$ cat src/rtl/stopwatch_timebase_if.sv
// Button inputs and display/status outputs of the stopwatch time base.
// master drives the keys and observes the display; slave is the time base itself.
interface stopwatch_timebase_if;
    logic        key_run_n;
    logic        key_lap_n;
    logic [23:0] time_bcd;
    logic        running;
    logic        lap_hold;
    logic        tick;
    logic        wrap;

    modport master (
        output key_run_n, key_lap_n,
        input  time_bcd, running, lap_hold, tick, wrap
    );

    modport slave (
        input  key_run_n, key_lap_n,
        output time_bcd, running, lap_hold, tick, wrap
    );
endinterface

$ cat src/rtl/stopwatch_timebase.sv
// Stopwatch time base: debounced run/lap keys, 1/100 s prescaler,
// run/pause/lap control and a six-digit BCD MM:SS.hh counter with lap freeze.
module stopwatch_timebase #(
    parameter int TICK_DIV        = 500000,
    parameter int DEBOUNCE_CYCLES = 1000000
) (
    input  logic                clock,
    input  logic                reset,
    stopwatch_timebase_if.slave bus
);
    localparam int PW = (TICK_DIV > 2) ? $clog2(TICK_DIV) : 1;
    localparam int DW = $clog2(DEBOUNCE_CYCLES + 1);
    localparam logic [PW-1:0] PRESC_LAST = PW'(TICK_DIV - 1);
    localparam logic [DW-1:0] DEB_LAST   = DW'(DEBOUNCE_CYCLES - 1);
    // Per-digit maximum, most significant digit first: M M : S S . h h
    localparam logic [5:0][3:0] DIGIT_MAX = {4'd5, 4'd9, 4'd5, 4'd9, 4'd9, 4'd9};

    typedef enum logic [1:0] {IDLE, RUN, PAUSE, LAP} state_t;

    // Bit 0 is the run key, bit 1 the lap key.
    logic [1:0]    keys_raw;
    logic [1:0]    sync1_q, sync2_q, level_q, armed_q, press;
    logic [1:0]    sync_valid_q;
    logic [DW-1:0] stable_cnt_q [2];

    state_t           state_q, state_d;
    logic             run_ev, lap_ev, capture, clear, counting, tick_int, carry;
    logic [PW-1:0]    presc_q;
    logic [5:0][3:0]  digits_q, digits_inc, snap_q;
    logic             running_q, lap_hold_q;

    assign keys_raw = {bus.key_lap_n, bus.key_run_n};

    // NOTE: sequential state uses non-blocking assignments so every flop samples pre-edge values.
    // NOTE: the stability counters are a tiny register array, so they are reset like ordinary flops.
    always_ff @(posedge clock or posedge reset) begin
        if (reset) begin
            sync1_q      <= '1;
            sync2_q      <= '1;
            level_q      <= '1;
            armed_q      <= '0;
            sync_valid_q <= '0;
            stable_cnt_q <= '{default: '0};
        end else begin
            sync1_q      <= keys_raw;
            sync2_q      <= sync1_q;
            sync_valid_q <= {sync_valid_q[0], 1'b1};
            for (int k = 0; k < 2; k++) begin
                // A key only arms once it is seen released after reset.
                if (sync_valid_q[1] && sync2_q[k]) armed_q[k] <= 1'b1;
                if (sync2_q[k] == level_q[k]) begin
                    stable_cnt_q[k] <= '0;
                end else if (stable_cnt_q[k] == DEB_LAST) begin
                    level_q[k]      <= sync2_q[k];
                    stable_cnt_q[k] <= '0;
                end else begin
                    stable_cnt_q[k] <= stable_cnt_q[k] + 1'b1;
                end
            end
        end
    end

    // NOTE: every always_comb output gets a default first so no latch is inferred.
    always_comb begin
        press = '0;
        for (int k = 0; k < 2; k++)
            press[k] = armed_q[k] & level_q[k] & ~sync2_q[k] & (stable_cnt_q[k] == DEB_LAST);
    end

    assign run_ev = press[0];
    assign lap_ev = press[1] & ~press[0];

    always_comb begin
        state_d = state_q;
        capture = 1'b0;
        clear   = 1'b0;
        case (state_q)
            IDLE:  if (run_ev) state_d = RUN;
            RUN: begin
                if (run_ev) state_d = PAUSE;
                else if (lap_ev) begin
                    state_d = LAP;
                    capture = 1'b1;
                end
            end
            PAUSE: begin
                if (run_ev) state_d = RUN;
                else if (lap_ev) begin
                    state_d = IDLE;
                    clear   = 1'b1;
                end
            end
            LAP: begin
                if (run_ev) state_d = PAUSE;
                else if (lap_ev) state_d = RUN;
            end
            default: state_d = IDLE;
        endcase
    end

    assign counting = (state_q == RUN) || (state_q == LAP);
    assign tick_int = counting && (presc_q == PRESC_LAST);

    // Ripple the carry from hundredths upward; carry left set means 59:59.99 rolled over.
    always_comb begin
        digits_inc = digits_q;
        carry      = 1'b1;
        for (int i = 0; i < 6; i++) begin
            if (carry) begin
                if (digits_q[i] == DIGIT_MAX[i]) begin
                    digits_inc[i] = 4'd0;
                end else begin
                    digits_inc[i] = digits_q[i] + 4'd1;
                    carry         = 1'b0;
                end
            end
        end
    end

    always_ff @(posedge clock or posedge reset) begin
        if (reset) begin
            state_q    <= IDLE;
            presc_q    <= '0;
            digits_q   <= '0;
            snap_q     <= '0;
            running_q  <= 1'b0;
            lap_hold_q <= 1'b0;
        end else begin
            state_q    <= state_d;
            running_q  <= (state_d == RUN) || (state_d == LAP);
            lap_hold_q <= (state_d == LAP);

            if (clear)         presc_q <= '0;
            else if (counting) presc_q <= tick_int ? '0 : presc_q + 1'b1;

            if (clear)         digits_q <= '0;
            else if (tick_int) digits_q <= digits_inc;

            // Snapshot takes the pre-tick value when a tick lands in the lap cycle.
            if (clear)        snap_q <= '0;
            else if (capture) snap_q <= digits_q;
        end
    end

    assign bus.time_bcd = lap_hold_q ? snap_q : digits_q;
    assign bus.running  = running_q;
    assign bus.lap_hold = lap_hold_q;
    assign bus.tick     = tick_int;
    assign bus.wrap     = tick_int & carry;
endmodule

$ cat src/flat_wrapper.sv
// flat-port wrapper written by rule: the top's interface ports become plain ports
module stopwatch_timebase_flat 
#(
    parameter int TICK_DIV        = 500000,
    parameter int DEBOUNCE_CYCLES = 1000000
)
  (clock, reset, bus_key_run_n, bus_key_lap_n, bus_time_bcd, bus_running, bus_lap_hold, bus_tick, bus_wrap);
  stopwatch_timebase_if bus_i ();
  input  logic clock;
  input  logic reset;
  input wire logic [$bits(bus_i.key_run_n)-1:0] bus_key_run_n;
  input wire logic [$bits(bus_i.key_lap_n)-1:0] bus_key_lap_n;
  output wire logic [$bits(bus_i.time_bcd)-1:0] bus_time_bcd;
  output wire logic [$bits(bus_i.running)-1:0] bus_running;
  output wire logic [$bits(bus_i.lap_hold)-1:0] bus_lap_hold;
  output wire logic [$bits(bus_i.tick)-1:0] bus_tick;
  output wire logic [$bits(bus_i.wrap)-1:0] bus_wrap;
  assign bus_i.key_run_n = bus_key_run_n;
  assign bus_i.key_lap_n = bus_key_lap_n;
  assign bus_time_bcd = bus_i.time_bcd;
  assign bus_running = bus_i.running;
  assign bus_lap_hold = bus_i.lap_hold;
  assign bus_tick = bus_i.tick;
  assign bus_wrap = bus_i.wrap;
  stopwatch_timebase #(.TICK_DIV(TICK_DIV), .DEBOUNCE_CYCLES(DEBOUNCE_CYCLES)) u_core (.clock(clock), .reset(reset), .bus(bus_i));
endmodule
$ cat config.mk
export PLATFORM = sky130hd
export DESIGN_NAME = stopwatch_timebase_flat
export DESIGN_NICKNAME = d
export VERILOG_FILES = /design/src/rtl/stopwatch_timebase_if.sv /design/src/rtl/stopwatch_timebase.sv /design/src/flat_wrapper.sv
export SDC_FILE = /design/constraint.sdc
export NUM_CORES = 1
export LEC_CHECK = 0
export CAP_MARGIN = 20
export CORE_AREA = 2 2 113 115
export DETAILED_ROUTE_END_ITERATION = 6
export DIE_AREA = 0 0 115 117
export GPL_TIMING_DRIVEN = 0
export PLACE_DENSITY = 0.73
export SLEW_MARGIN = 20
export SYNTH_ARGS = -nofsm -noshare
export SYNTH_HDL_FRONTEND = slang
export SYNTH_SLANG_ARGS = --single-unit
$ cat constraint.sdc
create_clock -name clock -period 5.01 [get_ports clock]
set_clock_uncertainty 0.05 [all_clocks]
set_input_delay 0.7515 -clock clock [delete_from_list [all_inputs] [get_ports clock]]
set_output_delay 0.7515 -clock clock [all_outputs]
set_load 0.01 [all_outputs]
==> results.json, run 1 <==
{
  "slew_viol_final": 0,
  "netlist.area_leader.share_pct": 43.3,
  "diodes": 0,
  "synthFlopType": "dfrtp_1",
  "seq_area_mm2": 0.00304,
  "dp_hpwl_mm": 10.1,
  "dp_slack_ns": 1.41,
  "syn2layout_area_growth_pct": 16.9,
  "finalSetupViolations": 0,
  "cts-hold-fix-buffers": 0,
  "crit_chain": "ha_1, and3_1, clkbuf_1, nand2_1, nor4_4, nand4_1, nor3b_1, clkdlybuf4s50_1",
  "max-slew-margin-rel_pct": 33.3,
  "ioPinCount": 32,
  "core_area_mm2": 0.0123,
  "die_area_mm2": 0.0135,
  "status": "complete, no violations",
  "io_buffer_count": 31,
  "startpoint_type": "flip-flop",
  "critPathKind": "flip-flop to output port",
  "grt_max_degree": 81,
  "drt_iter0_drc": 501,
  "clockBufferDepth": 2,
  "fmax_ghz": 0.250,
  "ant_nets": 0,
  "synth_seq_cells": 121,
  "clk_pin_slew_worst_paths_ns": 0.05,
  "first_global_vias": 5134,
  "cts-resized-gates": 0,
  "cp_data_required_time_ns": 4.21,
  "async_reset_ff_share_pct": 100,
  "rsz0062_at_grt": "false",
  "synth_area_mm2": 0.00664,
  "wl_per_cell_um": 16.1,
  "path_max_fanout": 9,
  "post_cts_buffers": 0,
  "vias": 5203,
  "cts_tree": "built",
  "grt_first_pass_wirelength_mm": 24.3,
  "postSynthCellCount": 686,
  "syn_nets": 705,
  "h-tree-depth": 4,
  "synthTopCellsByArea": "dfrtp_1 (43%), nand3_1 (5.2%), nor2_1 (4.7%), nand2_1 (4.6%), mux2i_1 (4.4%)",
  "multiInputGateArea_mm2": 0.00335,
  "via_per_inst": 5.78,
  "place.gp.congestion": 0.826,
  "yosysWarningCount": 0,
  "synth_common_cells": "dfrtp_1 (115), nor2_1 (83), nand2_1 (81)",
  "clk_latency_ns": 0.41,
  "num-fill-cells": 1031,
  "die_h_um": 117,
  "cts_buffers": 17,
  "start_util_pct": 53.9,
  "drcViolationCount": 0,
  "min_period_over_period_pct": 79.8,
  "whs_ns": 0.300,
  "rows": 41,
  "die_x_um": 115,
  "syn_avg_cell_area_um2": 9.68,
  "dr.pass1.iters": 5,
  "track_usage_pct": 22.9,
  "root_buffer": "clkbuf_16",
  "max_stage_delay_ns": 0.57,
  "p_leak_nw": 3.45,
  "antenna_found_initial": 0,
  "arrival_ns": 3.20,
  "drt_wl_total_mm": 14.5,
  "synth_top_area_cell": "dfrtp_1",
  "finalWorstSetupSlack_ns": 1.01,
  "drv_cap": 0,
  "worstHoldPathType": "flip-flop to flip-flop",
  "ir_worst_vdd_uv": 213,
  "final.min_clock_period_ns": 4.00,
  "slowest_stage": "clkdlybuf4s50_1",
  "synth-edff-count": 0,
  "tightest_slew_ns": 0.987,
  "cts_sinks": 121,
  "final_hold_viol_count": 0,
  "power.density_mw_per_mm2": 289,
  "critPathCaptureType": "output port",
  "drive_above_1_share_pct": 14.0,
  "grt_remaining_overflow": 0,
  "ys_seq_area_share_pct": 45.7,
  "synth_cell_types": 63,
  "nets": 756,
  "yosysMostFrequentCell": "dfrtp_1"
}
[registers in the layout, indices dropped and copies added (netlist names)]
register,flops
u_core.sync_valid_q,2
u_core.presc_q,19
u_core.snap_q,24
u_core.state_q,2
u_core.level_q,2
u_core.bus.running,1
u_core.armed_q,2
u_core.sync2_q,2
u_core.digits_q,24
u_core.bus.lap_hold,1
u_core.sync1_q,2
u_core.stable_cnt_q,40
[cells by family (layout without fill, tap and decap cells)]
group,Yosys count,after routing,share of synthesized area (%)
AND/OR/NAND/NOR,346,346,28.0
flip-flops,121,121,45.7
AO/OA/AOI/OAI,58,58,6.03
buffers and inverters,52,116,3.81
multiplexers,49,49,7.76
XOR/XNOR,44,44,5.80
adder cells (fa/ha/maj),15,15,2.83
other,1,1,0.0565
[per-layer routing]
layer | GRT usage, % | wire length (um) | vias up
met1 | 28.9 | 6390 | 2556
met5 | 0 | 0 | -
li1 | - | - | 2500
met2 | 38.5 | 7250 | 125
met3 | 5.41 | 610 | 22
met4 | 8.67 | 258 | 0
[layout make-up]
class | instances | area share (%)
Tap cell | 150 | 2.42
Clock inverter | 10 | 1.61
Sequential cell | 121 | 39.1
Clock buffer | 22 | 5.98
Timing Repair Buffer | 32 | 4.35
Buffer | 37 | 2.53
Inverter | 15 | 0.790
Multi-Input combinational cell | 513 | 43.2
[worst max-delay path, delay by kind of cell (launching register included)]
kind / cells / cell delay, ns
AND/OR/NAND/NOR: 5 / 1.29
buffers and inverters: 2 / 0.92
flip-flops: 1 / 0.40
adder cells (fa/ha/maj): 1 / 0.18
[cell usage in the layout, fill, tap and decap left out, types with 6 or more instances in the layout]
master / Yosys / layout
ha_1: 15 / 15
clkdlybuf4s50_1: 0 / 31
inv_1: 15 / 14
and4_1: 7 / 7
mux2i_1: 29 / 29
dfstp_2: 6 / 6
nand3_1: 69 / 69
clkinv_2: 0 / 7
clkbuf_1: 16 / 19
nand4_1: 17 / 17
nand2_1: 81 / 81
buf_2: 13 / 13
o21ai_0: 11 / 11
nor3_1: 12 / 12
nor4b_1: 6 / 6
xnor2_1: 26 / 26
clkbuf_16: 0 / 17
and3_1: 13 / 13
a21oi_1: 24 / 24
xor2_1: 18 / 18
mux2_2: 20 / 20
nand3b_1: 15 / 15
dfrtp_1: 115 / 115
nor2_1: 83 / 83
[where the power goes]
group	internal [mW]	switching, mW
clock network	0.800	0.414
logic	0.00964	0.0273
registers	0.986	0.00670
[path summary, 6_finish.rpt]
check,cells past startpoint,endpoint,start,slack [ns]
min reg2reg,0,u_core.sync_valid_q[1],u_core.sync_valid_q[0],0.30
max,8,bus_wrap,u_core.presc_q[0],1.01
max in group asynchronous,3,u_core.sync2_q[0],reset,3.51
min,0,u_core.sync_valid_q[1],u_core.sync_valid_q[0],0.30
max reg2reg,8,u_core.digits_q[7],u_core.stable_cnt_q[20],2.47
min in group asynchronous,2,u_core.stable_cnt_q[37],reset,0.68
[per-stage QoR]
stage / instance area, um^2 / instances / power (mW) / util [%] / setup TNS, ns
after detailed placement: 7170 / 868 / 1.05 / 58.2 / 0
final: 7760 / 900 / 2.24 / 63.0 / 0
after floorplan: 6640 / 686 / 1.03 / - / 0
after CTS: 7760 / 900 / 2.26 / 63.0 / 0
after global placement: 7140 / 867 / 1.04 / 58.0 / -74.85
after global routing: 7760 / 900 / 2.31 / 63.0 / 0
Note: power is estimated with default switching activity, not from simulation.
==> inputs of run 2 (changes only) <==
--- a/config.mk
+++ b/config.mk
@@ -10,7 +10,7 @@
 export DETAILED_ROUTE_END_ITERATION = 6
 export DIE_AREA = 0 0 115 117
 export GPL_TIMING_DRIVEN = 0
-export PLACE_DENSITY = 0.73
+export PLACE_DENSITY = 0.76
 export SLEW_MARGIN = 20
 export SYNTH_ARGS = -nofsm -noshare
 export SYNTH_HDL_FRONTEND = slang
==> constraint.sdc (replaced) <==
create_clock -name clock -period 3.3 [get_ports clock]
set_clock_uncertainty 0.05 [all_clocks]
set_input_delay 0.495 -clock clock [delete_from_list [all_inputs] [get_ports clock]]
set_output_delay 0.495 -clock clock [all_outputs]
set_load 0.01 [all_outputs]
==> results.json, run 2 (synthesis gave the netlist of run 1 again) <==
{
  "start_util_pct": 53.9,
  "drive_above_1_share_pct": 15.1,
  "nets": 759,
  "critPathCaptureType": "output port",
  "syn2layout_area_growth_pct": 19.1,
  "grt_remaining_overflow": 0,
  "p_comb_share_pct": 1.7,
  "min_path_cells": 0,
  "core_area_mm2": 0.0123,
  "reg2reg_to": "u_core.snap_q[5]",
  "cp_data_required_time_ns": 2.75,
  "tightest_slew_ns": 0.862,
  "finalSetupViolations": 0,
  "cts-hold-fix-buffers": 0,
  "most-common-layout-cells": "dfrtp_1 (115), nor2_1 (83), nand2_1 (81), nand3_1 (69), clkdlybuf4s50_1 (30)",
  "startpoint_type": "flip-flop",
  "path_max_fanout": 8,
  "slew_viol_final": 0,
  "cts_buffers": 17,
  "fmax_ghz": 0.312,
  "clkPwrFrac_pct": 57.5,
  "p_seq_share_pct": 40.8,
  "p_sw_uw": 727,
  "reg2reg_from": "u_core.stable_cnt_q[27]",
  "finalWorstSetupSlack_ns": 0.0986,
  "grt_max_degree": 31,
  "dr.pass1.iters": 5,
  "crit_buf_inv": 2,
  "final_cells": 903,
  "largest_register_ffs": 40,
  "grt_first_pass_wirelength_mm": 25.5,
  "hold_start": "u_core.sync_valid_q[0]",
  "drv_cap": 0,
  "track_usage_pct": 24.2,
  "r2r_slack_ns": 0.69,
  "dp_cells": 871,
  "antenna_found_initial": 0,
  "dp_hpwl_mm": 10.5,
  "clockBufferDepth": 2,
  "io_buffer_count": 31,
  "ir_worst_vdd_uv": 329,
  "arrival_ns": 2.66,
  "tns_ns": 0,
  "place.gp.congestion": 0.855,
  "internal-power_mw": 2.97,
  "die_h_um": 117,
  "hold_end": "u_core.sync_valid_q[1]",
  "postLayoutCoreUtil_pct": 64.2,
  "max_stage_delay_ns": 0.64,
  "worstHoldPathType": "flip-flop to flip-flop",
  "drt_iter0_drc": 541,
  "cts_sinks": 121,
  "p_leak_nw": 3.51,
  "via_per_inst": 5.96,
  "die_x_um": 115,
  "rsz0062_at_grt": "false",
  "finalPower_mw": 3.69,
  "root_buffer": "clkbuf_16",
  "p_sw_share_pct": 19.7,
  "slowest_stage": "or4b_2",
  "reg.largest.list": "u_core.stable_cnt_q x40, u_core.digits_q x24, u_core.snap_q x24",
  "first_global_vias": 5215,
  "drcViolationCount": 0,
  "cts_tree": "built",
  "layout_commonest_cell": "dfrtp_1",
  "critPathKind": "flip-flop to output port",
  "clk_latency_ns": 0.42,
  "ant_nets": 0,
  "final.min_clock_period_ns": 3.20,
  "max-slew-margin-rel_pct": 41.8,
  "rows": 41,
  "vias": 5379,
  "clk_pin_slew_worst_paths_ns": 0.06,
  "wl_per_cell_um": 17.0,
  "top_register": "u_core.stable_cnt_q",
  "worstRegToRegCells": 6,
  "min_period_over_period_pct": 97.0,
  "crit_chain": "buf_2, or4b_2, nor4_4, nand4_1, nor3b_2, dlygate4sd2_1",
  "drt_wl_total_mm": 15.3,
  "dp_slack_ns": -0.0442,
  "final_hold_viol_count": 0,
  "status": "complete, no violations",
  "ioPinCount": 32,
  "cp_top_family": "simple AND/OR/NAND/NOR gates",
  "power.density_mw_per_mm2": 467,
  "h-tree-depth": 4,
  "die_area_mm2": 0.0135,
  "diodes": 0
}
==> run 2: area by class of cell <==
type	instances	area, um^2
Clock inverter	13	223
Fill cell	964	4410
Clock buffer	19	453
Inverter	15	60.1
Buffer	36	193
Tap cell	150	188
Sequential cell	121	3040
Multi-Input combinational cell	513	3360
Timing Repair Buffer	36	397
==> run 2: through the flow <==
stage | cell area (um^2) | hold slack, ns
2_1_floorplan | 6640 | 0.281
3_5_place_dp | 7220 | 0.293
3_3_place_gp | 7140 | 0.285
6_report | 7910 | 0.301
5_1_grt | 7910 | 0.311
4_1_cts | 7910 | 0.304
==> run 2: what timing repair did <==
action / 4_1_cts / 5_1_grt
hold endpoints to repair: 0 / 0
gates resized for setup: 3 / 0
endpoints found under the setup margin: 2 / 2
buffers inserted: 1 / 0
gates cloned: 0 / 0
pin swaps: 2 / 2
==> run 2: worst max-delay path by stage <==
| stage | depth (start not counted) | start | end | slack (ns) |
|---|---|---|---|---|
| floorplan | 7 | u_core.presc_q[0] | bus_wrap | 0.77 |
| global placement | 8 | u_core.presc_q[0] | bus_wrap | -0.06 |
| detailed placement | 8 | u_core.presc_q[0] | bus_wrap | -0.04 |
| CTS | 6 | u_core.presc_q[5] | bus_wrap | 0.03 |
| global route | 7 | u_core.presc_q[0] | bus_wrap | 0.02 |
| finish | 6 | u_core.presc_q[4] | bus_wrap | 0.1 |
==> run 2: per-layer routing <==
layer  track usage, %  wire length [um]  vias to the layer above  part of all wire [%]
li1                 -                 -                     2507                     -
met1             31.0              6590                     2679                    43
met2             40.0              7720                      153                    50
met3             4.69               663                       40                   4.3
met4             11.4               372                        0                   2.4
met5                0                 0                        -                     0
==> run 2: worst reg2reg max path, cell delays in order (launching register included) <==
cell       delay [ns]
dfrtp_1          0.43
nor4b_1          0.51
nand4_1          0.34
o2111ai_2        0.40
clkbuf_1         0.53
nand3_1          0.15
o21ai_0          0.12
==> run 2: power by group through the flow <==
stage / registers (mW) / clock network, mW / logic [mW]
5_1_grt: 1.51 / 2.22 / 0.0739
6_report: 1.51 / 2.12 / 0.0638
4_1_cts: 1.51 / 2.14 / 0.0668
3_5_place_dp: 1.53 / 0 / 0.0665
2_1_floorplan: 1.53 / 0 / 0.0368
3_3_place_gp: 1.53 / 0 / 0.0525
==> variant, RTL diff (settings of run 1) <==
The 4 states of `state_t` get a one-hot encoding in 4 bits.
--- a/src/rtl/stopwatch_timebase.sv
+++ b/src/rtl/stopwatch_timebase.sv
@@ -15,7 +15,7 @@
     // Per-digit maximum, most significant digit first: M M : S S . h h
     localparam logic [5:0][3:0] DIGIT_MAX = {4'd5, 4'd9, 4'd5, 4'd9, 4'd9, 4'd9};
 
-    typedef enum logic [1:0] {IDLE, RUN, PAUSE, LAP} state_t;
+    typedef enum logic [3:0] {IDLE = 4'b0001, RUN = 4'b0010, PAUSE = 4'b0100, LAP = 4'b1000} state_t;
 
     // Bit 0 is the run key, bit 1 the lap key.
     logic [1:0]    keys_raw;
Check against the original RTL: same outputs for any inputs over 10 cycles, from zero or initial values and one cycle with reset high; not proved beyond that.
==> variant against run 1 <==
Area after synthesis shrank 3.4%. Design area decreased by 2.6%. Via count down 3.1%. Routed wire length rose by 0.54%. Fmax shrank 6.3%. Sequential cell count is 2 higher. Total power grew 2.6%. Setup slack worse by 270 ps. Register-to-register slack got worse by 770 ps. Largest power group unchanged. Highest routed layer unchanged.
==> variant: results (changes against run 1) <==
| Metric | Value |
|---|---|
| Global-route wire length before repair | `24.5 mm (+0.85%)` |
| Worst Path Max Fanout | `10 (+1)` |
| Synth cell count leaders | `dfrtp_1 (116), nor2_1 (115), nand2_1 (77)` |
| Yosys warns | `0 (unchanged)` |
| Via density | `5.67 (-1.9%)` |
| Placed wire-length estimate | `9.82 mm (-2.9%)` |
| Final nets | `745 (-1.5%)` |
| Vias in the first global route | `5079 (-1.1%)` |
| RePlAce Congestion | `0.853 (+3.3%)` |
| Worst min path class | `reg2reg` |
| Largest net degree at the start of global routing | `71 (-12%)` |
| Switching portion of total power | `0.215 (+0.0159)` |
| Worst Tran Pin Value | `877 ps (-110 ps)` |
| Worst reg-to-reg path cell count | `7 (-1)` |
| CTS resizes | `0 (unchanged)` |
| Fill cell count | `1065 (+3.3%)` |
| Reg2reg end | `u_core.digits_q[2]` |
| Max VDD drop | `0.000326 V (+53%)` |
| Worst Hold Endpoint | `u_core.sync_valid_q[1]` |
| R2r setup slk | `1700 ps (-770 ps)` |
| Sequential share of the synthesized area | `0.481 (+0.0240)` |
| Starting DRT DRC Count | `399 (-20%)` |
| Placed Area | `6950 µm² (-3.1%)` |
| Total Wirelength | `14.6 mm (+0.54%)` |
| Tot GR Track Use | `0.235 (+0.00546)` |
| Share of layout cells above drive strength 1 | `0.100 (-0.0399)` |
| Leak pwr | `3.25 nW (-5.8%)` |
| Mapped Nets | `694 (-1.6%)` |
| Reg-to-Reg Start | `u_core.stable_cnt_q[0]` |
| Status | `complete, no violations` |
| Top cells by area, synth | `dfrtp_1 (45%), nor2_1 (6.7%), nand2_1 (4.5%)` |
| Synth cell types | `49 (-22%)` |
| Worst hold stages | `0 (unchanged)` |
[variant: cell type report]
| type | count | area [µm²] | share of cell area |
|---|---|---|---|
| buffer | 27 | 119 | 0.0157 |
| tap | 150 | 188 | 0.0248 |
| sequential | 123 | 3090 | 0.409 |
| clock buffer | 18 | 439 | 0.0581 |
| inverter | 15 | 61.3 | 0.00812 |
| clock inverter | 14 | 169 | 0.0224 |
| multi-input combinational | 510 | 3150 | 0.418 |
| timing repair buffer | 32 | 338 | 0.0447 |
[variant: per-stage QoR]
stage | hold slack (ps) | setup WS [ps] | instances
floorplan | 281 | 949 | 675
global placement | 282 | -720 | 856
detailed placement | 286 | 1230 | 857
CTS | 299 | 769 | 889
global route | 304 | 558 | 889
finish | 297 | 743 | 889
[variant: power groups by stage]
stage	sequential (mW)	combinational (mW)	clock, mW
after CTS	1.01	0.0400	1.28
after detailed placement	1.02	0.0397	0
after floorplan	1.02	0.0250	0
after global placement	1.02	0.0351	0
final	1.01	0.0380	1.26
after global routing	1.01	0.0452	1.32
[variant: logic make-up after synthesis]
group / count (synthesis) / synth area share
flops: 123 / 0.481
buf+inv: 42 / 0.0273
compound gates: 70 / 0.0722
simple gates: 327 / 0.245
xor+xnor: 55 / 0.0751
mux: 42 / 0.0692
fa+ha+maj: 15 / 0.0293
other cells: 1 / 0.000584
[variant: layer usage]
layer,GRT usage,vias to the layer above,share of wire
li1,-,2440,-
met4,0.0739,0,0.0093
met5,0,-,0
met3,0.0602,7,0.046
met2,0.399,107,0.51
met1,0.296,2489,0.44
[variant: worst max-delay path by stage]
stage / startpoint / end / slack [ps] / cells past startpoint
CTS: u_core.presc_q[0] / bus_wrap / 770 / 8
global placement: reset / u_core.presc_q[18] / -720 / 2
global route: u_core.presc_q[0] / bus_wrap / 560 / 8
detailed placement: u_core.presc_q[0] / bus_wrap / 1230 / 8
finish: u_core.presc_q[0] / bus_wrap / 740 / 8
floorplan: reset / u_core.armed_q[0] / 950 / 1
[variant: critical path, cell delays in order (launching register included)]
cell             delay [ps]
dfrtp_1                 400
ha_1                    230
nand4_2                 320
nor4_1                  800
and3_1                  260
clkbuf_1                250
nand3_1                 120
nor2_1                  130
clkdlybuf4s50_1         550
